`config.mk`:
```
export PLATFORM = sky130hd
export DESIGN_NAME = slot_alloc
export DESIGN_NICKNAME = d
export VERILOG_FILES = /design/src/rtl/slot_alloc.sv
export SDC_FILE = /design/constraint.sdc
export NUM_CORES = 1
export LEC_CHECK = 0
export BUFFER_PORTS_ARGS = -buffer_cell sky130_fd_sc_hd__buf_4
export CAP_MARGIN = 20
export CORE_ASPECT_RATIO = 1.25
export CORE_MARGIN = 10
export CORE_UTILIZATION = 53
export DETAILED_ROUTE_END_ITERATION = 10
export GPL_TIMING_DRIVEN = 1
export PLACE_DENSITY = 0.79
export REMOVE_ABC_BUFFERS = 1
export SLEW_MARGIN = 25
export SYNTH_ARGS = -nofsm -noshare
export SYNTH_HDL_FRONTEND = slang
export SYNTH_SLANG_ARGS = --single-unit
```
`constraint.sdc`:
```
create_clock -name clk -period 3.7 [get_ports clk]
set_clock_uncertainty 0.05 [all_clocks]
set_input_delay 0.555 -clock clk [delete_from_list [all_inputs] [get_ports clk]]
set_output_delay 0.555 -clock clk [all_outputs]
set_load 0.02 [all_outputs]
```
`src/rtl/slot_alloc.sv`:
```
// slot_alloc: tag/slot allocator built on a busy bitmap.
// Each cycle it offers the highest-index free slot. It accepts one grant and
// one free per cycle. A flush releases every slot at once.
//
// Ports:
//   clk, reset_            clock (rising edge), async active-low reset
//   alloc_req              consumer wants one slot this cycle
//   alloc_ready, alloc_id  a free slot exists / which one (0 when none)
//   free_valid, free_id    return a slot
//   flush                  release all slots at the next edge (err kept)
//   busy_vec               registered bitmap, 1 = allocated
//   count, full, empty     occupancy, decoded from the count register
//   err                    sticky illegal-free flag (double free or out of range)
module slot_alloc #(
  parameter int ENTRY = 16,
  parameter int ID    = $clog2(ENTRY)
) (
  input  logic             clk,
  input  logic             reset_,
  input  logic             alloc_req,
  output logic             alloc_ready,
  output logic [ID-1:0]    alloc_id,
  input  logic             free_valid,
  input  logic [ID-1:0]    free_id,
  input  logic             flush,
  output logic [ENTRY-1:0] busy_vec,
  output logic [ID:0]      count,
  output logic             full,
  output logic             empty,
  output logic             err
);

  localparam logic [ID:0] ENTRY_W = (ID+1)'(ENTRY);

  logic             grant;
  logic             free_hit;
  logic             free_ok;
  logic             free_bad;
  logic [ENTRY-1:0] grant_oh;
  logic [ENTRY-1:0] free_oh;

  // Highest free index wins because later loop iterations overwrite earlier ones.
  always_comb begin
    alloc_id = '0;
    for (int i = 0; i < ENTRY; i++)
      if (!busy_vec[i]) alloc_id = ID'(i);
  end

  assign alloc_ready = ~&busy_vec;
  assign grant       = alloc_req & alloc_ready;

  // The slot lookup compares against each legal index.
  // An out-of-range free_id matches no slot and so reads as not busy.
  // This avoids indexing past the end of busy_vec when ENTRY is not a power of two.
  always_comb begin
    free_hit = 1'b0;
    for (int i = 0; i < ENTRY; i++)
      if (free_id == ID'(i)) free_hit = busy_vec[i];
  end

  assign free_ok  = free_valid & free_hit;
  // A free aimed at the current candidate also lands here: the candidate is never busy.
  assign free_bad = free_valid & ~free_hit;

  always_comb begin
    grant_oh = '0;
    free_oh  = '0;
    for (int i = 0; i < ENTRY; i++) begin
      grant_oh[i] = grant   && (alloc_id == ID'(i));
      free_oh[i]  = free_ok && (free_id  == ID'(i));
    end
  end

  always_ff @(posedge clk or negedge reset_) begin
    if (!reset_) begin
      busy_vec <= '0;
      count    <= '0;
      err      <= 1'b0;
    end else if (flush) begin
      // Same-cycle alloc/free are discarded entirely, including their error check.
      busy_vec <= '0;
      count    <= '0;
    end else begin
      busy_vec <= (busy_vec | grant_oh) & ~free_oh;
      count    <= count + {{ID{1'b0}}, grant} - {{ID{1'b0}}, free_ok};
      if (free_bad) err <= 1'b1;
    end
  end

  assign full  = (count == ENTRY_W);
  assign empty = (count == '0);

endmodule
```
Word level (Yosys, flattened, before mapping)
Cells that the tools add are included.
Widths: inputs -> output; s select.
{"block": "totals", "inputBits": 9, "elab_cells": 115, "regBits": 22}
{"block": "op_classes", "add_sub_neg": 2, "eq_ne": 31, "n_bitwise": 8, "n_reduce_logical": 38, "muxes": 33}
{"cell": "$eq 4x4->1 const B", "count": 16}
{"cell": "$mux 4", "count": 13}
{"cell": "$eq 4x3->1 const B", "count": 8}
{"cell": "$logic_and 1x1->1", "count": 32}
{"cell": "$mux 1", "count": 17}
{"cell": "$and 16x16->16", "count": 1}
{"cell": "$eq 4x2->1 const B", "count": 4}
{"cell": "$mux 16", "count": 1}
{"cell": "$not 16->16", "count": 1}
{"cell": "$or 16x16->16", "count": 1}
{"cell": "$reduce_and 16->1", "count": 1}
{"cell": "$eq 4x1->1 const B", "count": 2}
{"cell": "$logic_not 4->1", "count": 2}
{"cell": "$add 5x1->5", "count": 1}
{"cell": "$eq 5x5->1 const B", "count": 1}
{"cell": "$logic_not 5->1", "count": 1}
{"cell": "$mux 5", "count": 1}
{"cell": "$sub 5x1->5", "count": 1}
{"cell": "$and 1x1->1", "count": 3}
{"cell": "$mux 2", "count": 1}
{"cell": "$not 1->1", "count": 2}
{"cell": "$reduce_and 2->1", "count": 1}
{"cell": "$logic_not 1->1", "count": 1}

Logic depth before layout (Yosys ltp)
Gate-level depths: netlist (run 1).
{"block": "depth", "depth_word": 22, "mapped_depth": 16, "depth_no_buf": 15}

Worst setup path after synthesis (run 1)
No wires, ideal clock.
{"block": "synth_timing", "kind": "input port to flip-flop", "startpoint": "input port free_id[1]", "endpoint": "register count[4]", "required_time_ps": 3572, "cell_stages": 16, "arrival_time_ps": 2858, "path_buffers": 1, "path_slack_ps": 714, "cell_sequence": "buf_6 -> nor3_2 -> a211oi_2 -> o31ai_2 -> a32o_1 -> nor2_1 -> ha_1 -> inv_1 -> ha_1 -> inv_1 -> fa_1 -> inv_1 -> a21oi_1 -> nor2_1 -> or3_1 -> a21oi_1"}
{"block": "synth_between", "elab_chain_len": 20, "word_cells_on_any_way": 35, "cone_classes": "add/sub (1); eq/ne (15); mux (17); bitwise (1); reduce/logical (1)"}
{"element": "start, declared", "line_no": "24", "source": "input logic [ID-1:0] free_id,"}
{"element": "$logic_not 4->1", "line_no": "58", "source": "if (free_id == ID'(i)) free_hit = busy_vec[i];"}
{"element": "$mux 1 (15 in a row)", "line_no": "58"}
{"element": "$mux 1 (*)", "line_no": "58"}
{"element": "$and 1x1->1 (*)", "line_no": "61", "source": "assign free_ok = free_valid & free_hit;"}
{"element": "$sub 5x1->5 (*)", "line_no": "85", "source": "count <= count + {{ID{1'b0}}, grant} - {{ID{1'b0}}, free_ok};"}
{"element": "$mux 5 (*)", "line_no": "79", "source": "end else if (flush) begin"}
{"element": "end signal, assigned", "line_no": "85"}
{"element": "end, declared", "line_no": "27", "source": "output logic [ID:0] count,"}
Mark *: on every way between the ends. The rest lies on a longest branch, timed or not.
A chain may end at the register's enable or synchronous reset.

Worst setup path after layout (run 1)
{"block": "layout_timing", "startpoint": "register busy_vec[8]", "endpoint": "register count[4]"}
{"block": "layout_between", "elab_chain_len": 11, "word_cells_on_any_way": 15, "cone_classes": "add/sub (2); mux (9); bitwise (2); reduce/logical (2)"}
{"element": "start, declared", "line_no": "26", "source": "output logic [ENTRY-1:0] busy_vec,"}
{"element": "start signal, assigned", "line_no": "84", "source": "busy_vec <= (busy_vec | grant_oh) & ~free_oh;"}
{"element": "$mux 1 (8 in a row)", "line_no": "58"}
{"element": "$and 1x1->1", "line_no": "61"}
{"element": "$sub 5x1->5 (*)", "line_no": "85"}
{"element": "$mux 5 (*)", "line_no": "79"}
Marks and branches as above.

==> results.cfg, run 1 <==
[route]
top_layer_used = met4
ant_nets = 0
wl_met1_mm = 1.82
drc = 0
avgViaCountPerCell = 6.29
wl_per_cell_microns = 19.8
wl_met2_mm = 2.44
wl_mm = 4.72
dr_wl_met3_microns = 352
drt_iter0_drc = 112
dr.pass1.iters = 5
vias = 1503

[min_path]
hold_class = input pin to asynchronous set/reset pin

[final_layout]
diodes = 0
final-seq-area_sq_um = 551
fill_cells = 248
multi_input_area_sq_um = 951
nets = 220
final_cells = 239
area_growth_pct = 19.1
final_layout_size_suffix_gt1_frac = 0.300

[power]
ir_drop_mv = 0.359
cellLeakagePower_nw = 0.793
cellPowerDensity_mw_per_mm2 = 343

[grt]
antenna_found_initial = 0
overflow = 0
grt_max_degree = 23
grt.total_usage = 0.163
grt_pass1_wl_mm = 7.69
grt_pass1_vias = 1589

[clock_tree]
clkSinkCount = 22
htree_num_levels = 1
clk_pin_slew_ns = 0.13
cts_resized = 0
hold_buffers = 0
cts_made_buffers = 3
tritoncts = yes
clockRootBuffer = clkbuf_4
post_cts_buffers = 0
cts_buffer_depth = 2
clk_latency_ns = 0.31

[synth]
yosys.area.top_type = dfrtp_1
synth_cells = 170
ys_top_cells_by_area = dfrtp_1 34%, a211oi_1 5.1%, ha_1 4.7%
yosysWarnings = 0
synth_edf_count = 0
synth_flop_cell = dfrtp_1
syn-cell-area_sq_mm = 0.00161
async_reset_ff_frac = 1.00
ys_seq_area_frac = 0.341
avgSynthCellArea_sq_um = 9.49
ys_types = 56
ys_seq_elements = 22
synth_top_area_share = 0.341

[die]
die_y_microns = 81.7
rows = 22
core_sq_mm = 0.00295
die_x_microns = 69.3
initial_core_util = 0.548
dieArea_sq_mm = 0.00566
pin_count = 38

[sta]
relSlewSlack = 0.618
tightestPinTransition_ns = 0.568
tns_ns = 0
final-hold-violation-count = 0
post-route-min-period_ns = 3.08
max_freq_ghz = 0.324
rsz0062_at_grt = false
drv_slew = 0
holdWs_ns = 0.0606
setup_viol = 0
fin_crit_sh = 0.834

[setup_path]
critPathCaptureType = flop
rrSetupSlack_ns = 0.62
worstPathArrival_ns = 3.28
rr_startpoint = busy_vec[8]
cp_max_fo = 6
reg2reg_depth = 15
start_kind = flop
critical_path_class = flop to flop
critical_path_required_ns = 3.89
r2r-end = count[4]

[placement]
post-dp-hpwl_mm = 3.69
gp_congestion = 0.972
port_buffers = 37
placed_cells = 235

[job]
cap_violations = 0

[outcome]
status = finished clean
cell families (layout without fill, tap and decap cells):
| group | count (synthesis) | in the layout | synth area share |
|---|---|---|---|
| buffers and inverters | 24 | 57 | 0.0690 |
| adder cells (fa/ha/maj) | 7 | 7 | 0.0590 |
| flip-flops | 22 | 22 | 0.341 |
| XOR/XNOR | 3 | 3 | 0.0163 |
| AND/OR/NAND/NOR | 62 | 62 | 0.240 |
| multiplexers | 3 | 3 | 0.0341 |
| AO/OA/AOI/OAI | 49 | 49 | 0.241 |
area by class of cell:
| type | instances | share of cell area |
|---|---|---|
| multi-input cells | 124 | 0.495 |
| repair buffers | 37 | 0.145 |
| flip-flops and latches | 22 | 0.287 |
| well taps | 36 | 0.0235 |
| clock buffers | 4 | 0.0189 |
| inverters | 16 | 0.0313 |
cell usage in the layout (no fill, tap or decap), types with 3 or more instances in the layout:
cell type	count
nand2_1	12
nand4_1	6
nand3b_1	3
and2_1	3
buf_4	37
nor2_1	9
inv_1	15
a21oi_1	8
nor3_1	3
a211oi_1	11
clkbuf_4	3
ha_1	6
nand2b_1	5
a31oi_1	8
dfrtp_1	22
nor2b_1	5
synthesized netlist by cell type (2+ instances only):
| cell type | n |
|---|---|
| mux4_2 | 2 |
| a211oi_1 | 11 |
| a31oi_1 | 8 |
| and2_1 | 3 |
| nor3_1 | 3 |
| dfrtp_1 | 22 |
| nand3_1 | 2 |
| clkbuf_1 | 2 |
| inv_1 | 15 |
| nand2b_1 | 5 |
| buf_2 | 2 |
| nor3_2 | 2 |
| nand2_1 | 12 |
| a31o_1 | 2 |
| nor2_1 | 9 |
| nand3b_1 | 3 |
| or3_1 | 2 |
| nand4_1 | 6 |
| a221oi_1 | 2 |
| buf_4 | 3 |
| xor2_1 | 2 |
| nor2b_1 | 5 |
| o21ai_0 | 2 |
| a21oi_1 | 8 |
| ha_1 | 6 |
per-stage QoR:
stage | util | setup slack, ns | power (mW) | cell area [sq um]
floorplan | - | 0.818 | 0.434 | 1560
global placement | 0.640 | 0.541 | 0.522 | 1880
detailed placement | 0.640 | 0.451 | 0.534 | 1880
CTS | 0.652 | 0.658 | 0.664 | 1920
global route | 0.652 | 0.413 | 0.703 | 1920
finish | 0.652 | 0.616 | 0.659 | 1920
worst max-delay path, cell delays in order (launching register included):
cell      delay (ns)
dfrtp_1         0.50
nor3_2          0.26
a211oi_2        0.07
o31ai_2         0.36
a32o_1          0.26
nor2_1          0.05
ha_1            0.27
inv_1           0.04
ha_1            0.18
inv_1           0.07
fa_1            0.20
inv_1           0.05
a21oi_1         0.14
nor2_1          0.06
or3_1           0.34
a21oi_1         0.14
per-layer routing:
layer	track usage	vias up
li1	-	701
met1	0.178	714
met3	0.0362	12
met4	0.0927	0
met5	0	-
met2	0.290	76
worst max path at each step:
stage	start	endpoint	depth (start not counted)
after floorplan	free_id[0]	count[4]	14
after global placement	free_id[0]	count[4]	15
after detailed placement	free_id[0]	count[4]	15
after CTS	busy_vec[8]	count[4]	15
after global routing	busy_vec[8]	count[4]	15
final	busy_vec[8]	count[4]	15
registers in the layout, summed over array words and instances, names as in the netlist:
signal,cells
err,1
count,5
busy_vec,16
where the power goes:
| group | switching [mW] | internal, mW |
|---|---|---|
| Combinational | 0.139 | 0.109 |
| Clock | 0.0709 | 0.0599 |
| Sequential | 0.0226 | 0.258 |
No activity file was read; power rests on OpenSTA's default activity.
==> run 2, diff against run 1 <==
--- a/config.mk
+++ b/config.mk
@@ -5,6 +5,7 @@
 export SDC_FILE = /design/constraint.sdc
 export NUM_CORES = 1
 export LEC_CHECK = 0
+export ABC_AREA = 1
 export BUFFER_PORTS_ARGS = -buffer_cell sky130_fd_sc_hd__buf_4
 export CAP_MARGIN = 20
 export CORE_ASPECT_RATIO = 1.25
@@ -12,7 +13,7 @@
 export CORE_UTILIZATION = 53
 export DETAILED_ROUTE_END_ITERATION = 10
 export GPL_TIMING_DRIVEN = 1
-export PLACE_DENSITY = 0.79
+export PLACE_DENSITY = 0.78
 export REMOVE_ABC_BUFFERS = 1
 export SLEW_MARGIN = 25
 export SYNTH_ARGS = -nofsm -noshare
==> constraint.sdc (replaced) <==
create_clock -name clk -period 2.9 [get_ports clk]
set_clock_uncertainty 0.05 [all_clocks]
set_input_delay 0.435 -clock clk [delete_from_list [all_inputs] [get_ports clk]]
set_output_delay 0.435 -clock clk [all_outputs]
set_load 0.02 [all_outputs]
==> run 2 against run 1 <==
  * The run now ends with hold timing left
  * Core utilization rose by 8.6 points
  * Final cell count rose by 53%
  * Non-clock buffer count rose by 27
  * Power rose by 44%
  * Critical path depth rose by 10
  * Critical endpoint unchanged
  * Critical path type is now input pin to flop
  * Worst hold slack got worse by 0.068 ns
  * Register-to-register slack got worse by 0.54 ns
  * Final area rose by 22%
  * Highest routed layer unchanged
  * Flip-flop and latch count did not move
==> results.cfg, run 2 <==
[outcome]
status = complete, but fails checks
violations = hold timing

[final_layout]
final_cells = 365
fin_util = 0.738
area_growth_pct = 35.4
postLayoutCellArea_sq_mm = 0.00234
final_common_cell = buf_4
diodes = 0
final_layout_size_suffix_gt1_frac = 0.296
final_cell_mix = 64 x buf_4, 55 x inv_1, 55 x nand2_1
largestRegisters = busy_vec x16, count x5, err x1
largest_reg_flops = 16
top_register = busy_vec
nets = 345

[synth]
yosysWarnings = 0
syn-cell-area_sq_mm = 0.00173
ys_seq_area_frac = 0.319
yosys.area.top_type = dfrtp_1
synth.most_common_cell = nand2_1
ys_seq_elements = 22
async_reset_ff_frac = 1.00
synth_flop_cell = dfrtp_1
yosys-top-cells-count = 58 x nand2_1, 57 x inv_1, 38 x nor2_1, 26 x nand3_1, 22 x dfrtp_1
synth_cells = 267
synth_edf_count = 0
avgSynthCellArea_sq_um = 6.47
ys_types = 28
ys_top_cells_by_area = dfrtp_1 32%, nand2_1 13%, inv_1 12%
synth_top_area_share = 0.319

[die]
die_y_microns = 83.8
initial_core_util = 0.545
core_sq_mm = 0.00317
pin_count = 38
dieArea_sq_mm = 0.00596
rows = 23
die_x_microns = 71.1

[clock_tree]
clk_pin_slew_ns = 0.08
htree_num_levels = 1
cts_made_buffers = 3
cts_buffer_depth = 2
tritoncts = yes
hold_buffers = 0
clockRootBuffer = clkbuf_8
clkSinkCount = 22
clk_latency_ns = 0.26

[power]
ir_drop_mv = 0.509
cellLeakagePower_nw = 1.18
clockPowerShare = 0.234
netSwitchingFraction = 0.362
p_int_mw = 0.607
switching_power_mw = 0.345
combPwrFrac = 0.394
cellPowerDensity_mw_per_mm2 = 407
pwr-share-seq = 0.372

[job]
cap_violations = 0

[setup_path]
critPathCaptureType = flop
critical_path_class = input pin to flop
cp_max_fo = 4
max_stage_delay_ns = 0.36
cp.buffers_inverters = 4
worstPathArrival_ns = 2.97
critical_path_required_ns = 3.05
crit_family = simple AND/OR/NAND/NOR gates
timing.critical_path.mode_cell = nor2_1
slowest_stage = fa_2
reg2reg_depth = 22
cp_num_cells = 25
start_kind = input pin

[sta]
tns_ns = 0
fin_crit_sh = 0.973
post-route-min-period_ns = 2.82
holdWs_ns = -0.00782
tightestPinTransition_ns = 0.303
setup_viol = 0
drv_slew = 0
max_freq_ghz = 0.354
rsz0062_at_grt = true
relSlewSlack = 0.798
final-hold-violation-count = 10

[grt]
grt.total_usage = 0.172
grt_max_degree = 23
grt_pass1_wl_mm = 8.71
overflow = 0
antenna_found_initial = 0
grt_pass1_vias = 1906

[placement]
placed_cells = 357
place_area_sq_mm = 0.00218
port_buffers = 37
post-dp-hpwl_mm = 4.05
gp_congestion = 0.965

[route]
wl_per_cell_microns = 14.6
ant_nets = 0
dr_wl_met3_microns = 292
dr.pass1.iters = 4
drc = 0
avgViaCountPerCell = 5.38
wl_mm = 5.33
wl_met1_mm = 2.14
top_layer_used = met4
vias = 1963
drt_iter0_drc = 160
wl_met2_mm = 2.76

[min_path]
hold_class = input pin to asynchronous set/reset pin
==> run 2: changes by cell type after synthesis, sizes merged, moves of 5 or more <==
cell	previous run	this run
a31oi	9	1
nand3	2	28
inv	16	58
nor2b	5	0
nand2	13	62
nand2b	5	0
a211oi	12	0
nor2	10	39
a21oi	9	19
==> run 2: worst paths after layout <==
check	to	slack (ns)	startpoint
min	busy_vec[0]	-0.008	reset_
min reg2reg	err	0.44	err
max reg2reg	count[4]	0.08	busy_vec[1]
min in group clk	err	0.44	err
max in group asynchronous	busy_vec[7]	2.57	reset_
max	count[4]	0.08	free_id[0]
==> run 2: timing repair <==
action                     4_1_cts  5_1_grt
setup endpoints to repair        1        2
gates resized for setup          3       19
setup buffers                    2        2
pin swaps                        1       12
==> run 2: kinds of logic (layout without fill, tap and decap cells) <==
logic type	Yosys count	after routing	synth area share
xor gates and xnor gates	2	2	0.0101
and+or+nand+nor	144	144	0.381
adders and majority gates	7	7	0.0551
AOI/OAI and AO/OA	27	27	0.0841
buffers and inverters	65	126	0.151
DFF	22	22	0.319
==> run 2: cell type report <==
cell class,count,area [sq um]
Fill cell,279,828
Multi-Input combinational cell,180,985
Clock buffer,4,55.1
Inverter,58,220
Sequential cell,22,551
Timing Repair Buffer,64,480
Tap cell,37,46.3
==> run 2: power by group through the flow <==
stage	Sequential [mW]	Combinational (mW)	Clock, mW
after floorplan	0.387	0.173	0
after global placement	0.359	0.330	0
after detailed placement	0.358	0.348	0
after CTS	0.353	0.351	0.232
after global routing	0.358	0.408	0.244
final	0.354	0.375	0.223
==> run 2: per-layer routing <==
layer	vias up	GRT usage
li1	953	-
met1	920	0.196
met2	76	0.299
met3	14	0.0345
met4	0	0.0688
met5	-	0
==> run 2: through the flow <==
step                setup WS, ns  power, mW
floorplan                 -0.106      0.559
global placement          -0.187      0.689
detailed placement        -0.359      0.707
CTS                       0.0175      0.937
global route              -0.150       1.01
finish                    0.0786      0.952
==> run 2: worst reg2reg max path, delay by kind of cell (launching register included) <==
kind                       cells  cell delay (ns)
DFF                            1             0.38
and+or+nand+nor               16             1.37
buffers and inverters          2             0.10
xor gates and xnor gates       1             0.14
adders and majority gates      3             0.73
==> run 3, diff against run 2 <==
--- a/config.mk
+++ b/config.mk
@@ -10,10 +10,10 @@
 export CAP_MARGIN = 20
 export CORE_ASPECT_RATIO = 1.25
 export CORE_MARGIN = 10
-export CORE_UTILIZATION = 53
+export CORE_UTILIZATION = 28
+export CTS_CLUSTER_SIZE = 16
 export DETAILED_ROUTE_END_ITERATION = 10
 export GPL_TIMING_DRIVEN = 1
-export PLACE_DENSITY = 0.78
 export REMOVE_ABC_BUFFERS = 1
 export SLEW_MARGIN = 25
 export SYNTH_ARGS = -nofsm -noshare
==> run 3 against run 2 <==
  * Power fell by 2.0%
  * Largest cell class unchanged
  * Fmax rose by 2.1%
  * Die area rose by 63%
  * Critical path type unchanged
  * Largest power group is now registers
  * The flow now finishes without violations
  * Global-route usage fell by 6.5 points
  * Critical path depth rose by 1
==> results.cfg, run 3 (synthesized netlist as in run 2, its figures left out) <==
[outcome]
status = finished clean

[power]
pwr-share-seq = 0.381
netSwitchingFraction = 0.359
p_int_mw = 0.598
switching_power_mw = 0.334
cellLeakagePower_nw = 1.18
cellPowerDensity_mw_per_mm2 = 395
ir_drop_mv = 0.205
clockPowerShare = 0.248
combPwrFrac = 0.371
power_mw = 0.932

[final_layout]
top_register = busy_vec
diodes = 0
final_layout_size_suffix_gt1_frac = 0.265
largest_reg_flops = 16
area_growth_pct = 36.8
multi_input_area_sq_um = 953
final_common_cell = buf_4
fill_cells = 651
nets = 345
largestRegisters = busy_vec x16, count x5, err x1
final_cell_mix = 63 x buf_4, 57 x nand2_1, 55 x inv_1
final-seq-area_sq_um = 551

[sta]
drv_slew = 0
fin_crit_sh = 0.952
holdWs_ns = 0.437
post-route-min-period_ns = 2.76
relSlewSlack = 0.784
setup_ws_ns = 0.138
setup_viol = 0
final-hold-violation-count = 0
rsz0062_at_grt = true
max_freq_ghz = 0.362
tightestPinTransition_ns = 0.323

[placement]
dpl_worst_slack_ns = -0.264
port_buffers = 37
gp_congestion = 0.909
post-dp-hpwl_mm = 4.12

[setup_path]
critical_path_required_ns = 3.06
cp_max_fo = 4
critPathCaptureType = flop
timing.critical_path.mode_cell = nor2_1
critical_path_class = input pin to flop
start_kind = input pin
reg2reg_depth = 22
worstPathArrival_ns = 2.92
max_stage_delay_ns = 0.35
slowest_stage = fa_2

[clock_tree]
cts_buffer_depth = 2
clkSinkCount = 22
htree_num_levels = 1
cts_made_buffers = 3
tritoncts = yes
clk_pin_slew_ns = 0.09
clockRootBuffer = clkbuf_8
clk_latency_ns = 0.27

[min_path]
min_path_cells = 2
hold_class = input pin to flop

[grt]
grt_pass1_vias = 1827
antenna_found_initial = 0
grt.total_usage = 0.107
grt_max_degree = 23
overflow = 0
grt_pass1_wl_mm = 8.65

[route]
ant_nets = 0
drc = 0
wl_per_cell_microns = 12.8
vias = 1897
wl_mm = 5.24
avgViaCountPerCell = 4.63
dr.pass1.iters = 4
drt_iter0_drc = 113

[die]
core_sq_mm = 0.00590
rows = 31
pin_count = 38
die_x_microns = 90.2
die_y_microns = 108
initial_core_util = 0.293
dieArea_sq_mm = 0.00973

[job]
cap_violations = 0
==> run 3: changes by cell type in the layout (fill, tap and decap cells not counted), sizes merged <==
cell | previous run | this run
buf | 64 | 63
dlygate4sd3 | 0 | 1
==> run 3: path summary, 6_finish.rpt <==
| path | from | end | slack [ns] |
|---|---|---|---|
| min in group asynchronous | reset_ | count[2] | 0.53 |
| min reg2reg | err | err | 0.44 |
| max reg2reg | busy_vec[1] | count[4] | 0.15 |
| max | free_id[3] | count[4] | 0.14 |
| min | flush | count[4] | 0.44 |
| max in group asynchronous | reset_ | busy_vec[1] | 2.03 |
==> run 3: worst max-delay path, delay by kind of cell <==
| kind | cells | cell delay [ns] |
|---|---|---|
| xor gates and xnor gates | 1 | 0.13 |
| adders and majority gates | 3 | 0.66 |
| buffers and inverters | 5 | 0.36 |
| and+or+nand+nor | 17 | 1.33 |
==> run 3: stage by stage <==
step / cells / util / TNS [ns] / area, sq um
final: 410 / 0.401 / 0 / 2360
after global routing: 410 / 0.401 / -0.0398 / 2360
after CTS: 409 / 0.393 / 0 / 2320
after detailed placement: 404 / 0.382 / -0.432 / 2250
after global placement: 404 / 0.382 / -0.332 / 2250
after floorplan: 260 / - / -0.106 / 1680
==> run 3: power groups by stage <==
stage	Combinational (mW)	Sequential (mW)	Clock [mW]
finish	0.346	0.356	0.231
global route	0.383	0.360	0.253
CTS	0.340	0.355	0.238
detailed placement	0.338	0.361	0
global placement	0.334	0.360	0
floorplan	0.173	0.387	0
==> run 3: layout make-up <==
| type | count | share of cell area |
|---|---|---|
| timing repair buffer | 64 | 0.204 |
| inverter | 58 | 0.0922 |
| sequential | 22 | 0.233 |
| clock buffer | 4 | 0.0233 |
| multi-input combinational | 180 | 0.404 |
| tap | 82 | 0.0434 |
==> run 3: per-layer routing <==
| layer | wire length [microns] | vias up | track usage | share of wire |
|---|---|---|---|---|
| li1 | - | 954 | - | - |
| met1 | 2320 | 884 | 0.123 | 0.44 |
| met2 | 2580 | 50 | 0.187 | 0.49 |
| met3 | 245 | 9 | 0.0216 | 0.047 |
| met4 | 105 | 0 | 0.0490 | 0.020 |
| met5 | 0 | - | 0 | 0 |
==> run 3: timing repair <==
action,CTS,global route
endpoints found under the setup margin,0,2
hold buffers,1,0
endpoints found under the hold margin,12,0
resized for setup,0,10
setup buffers,0,1
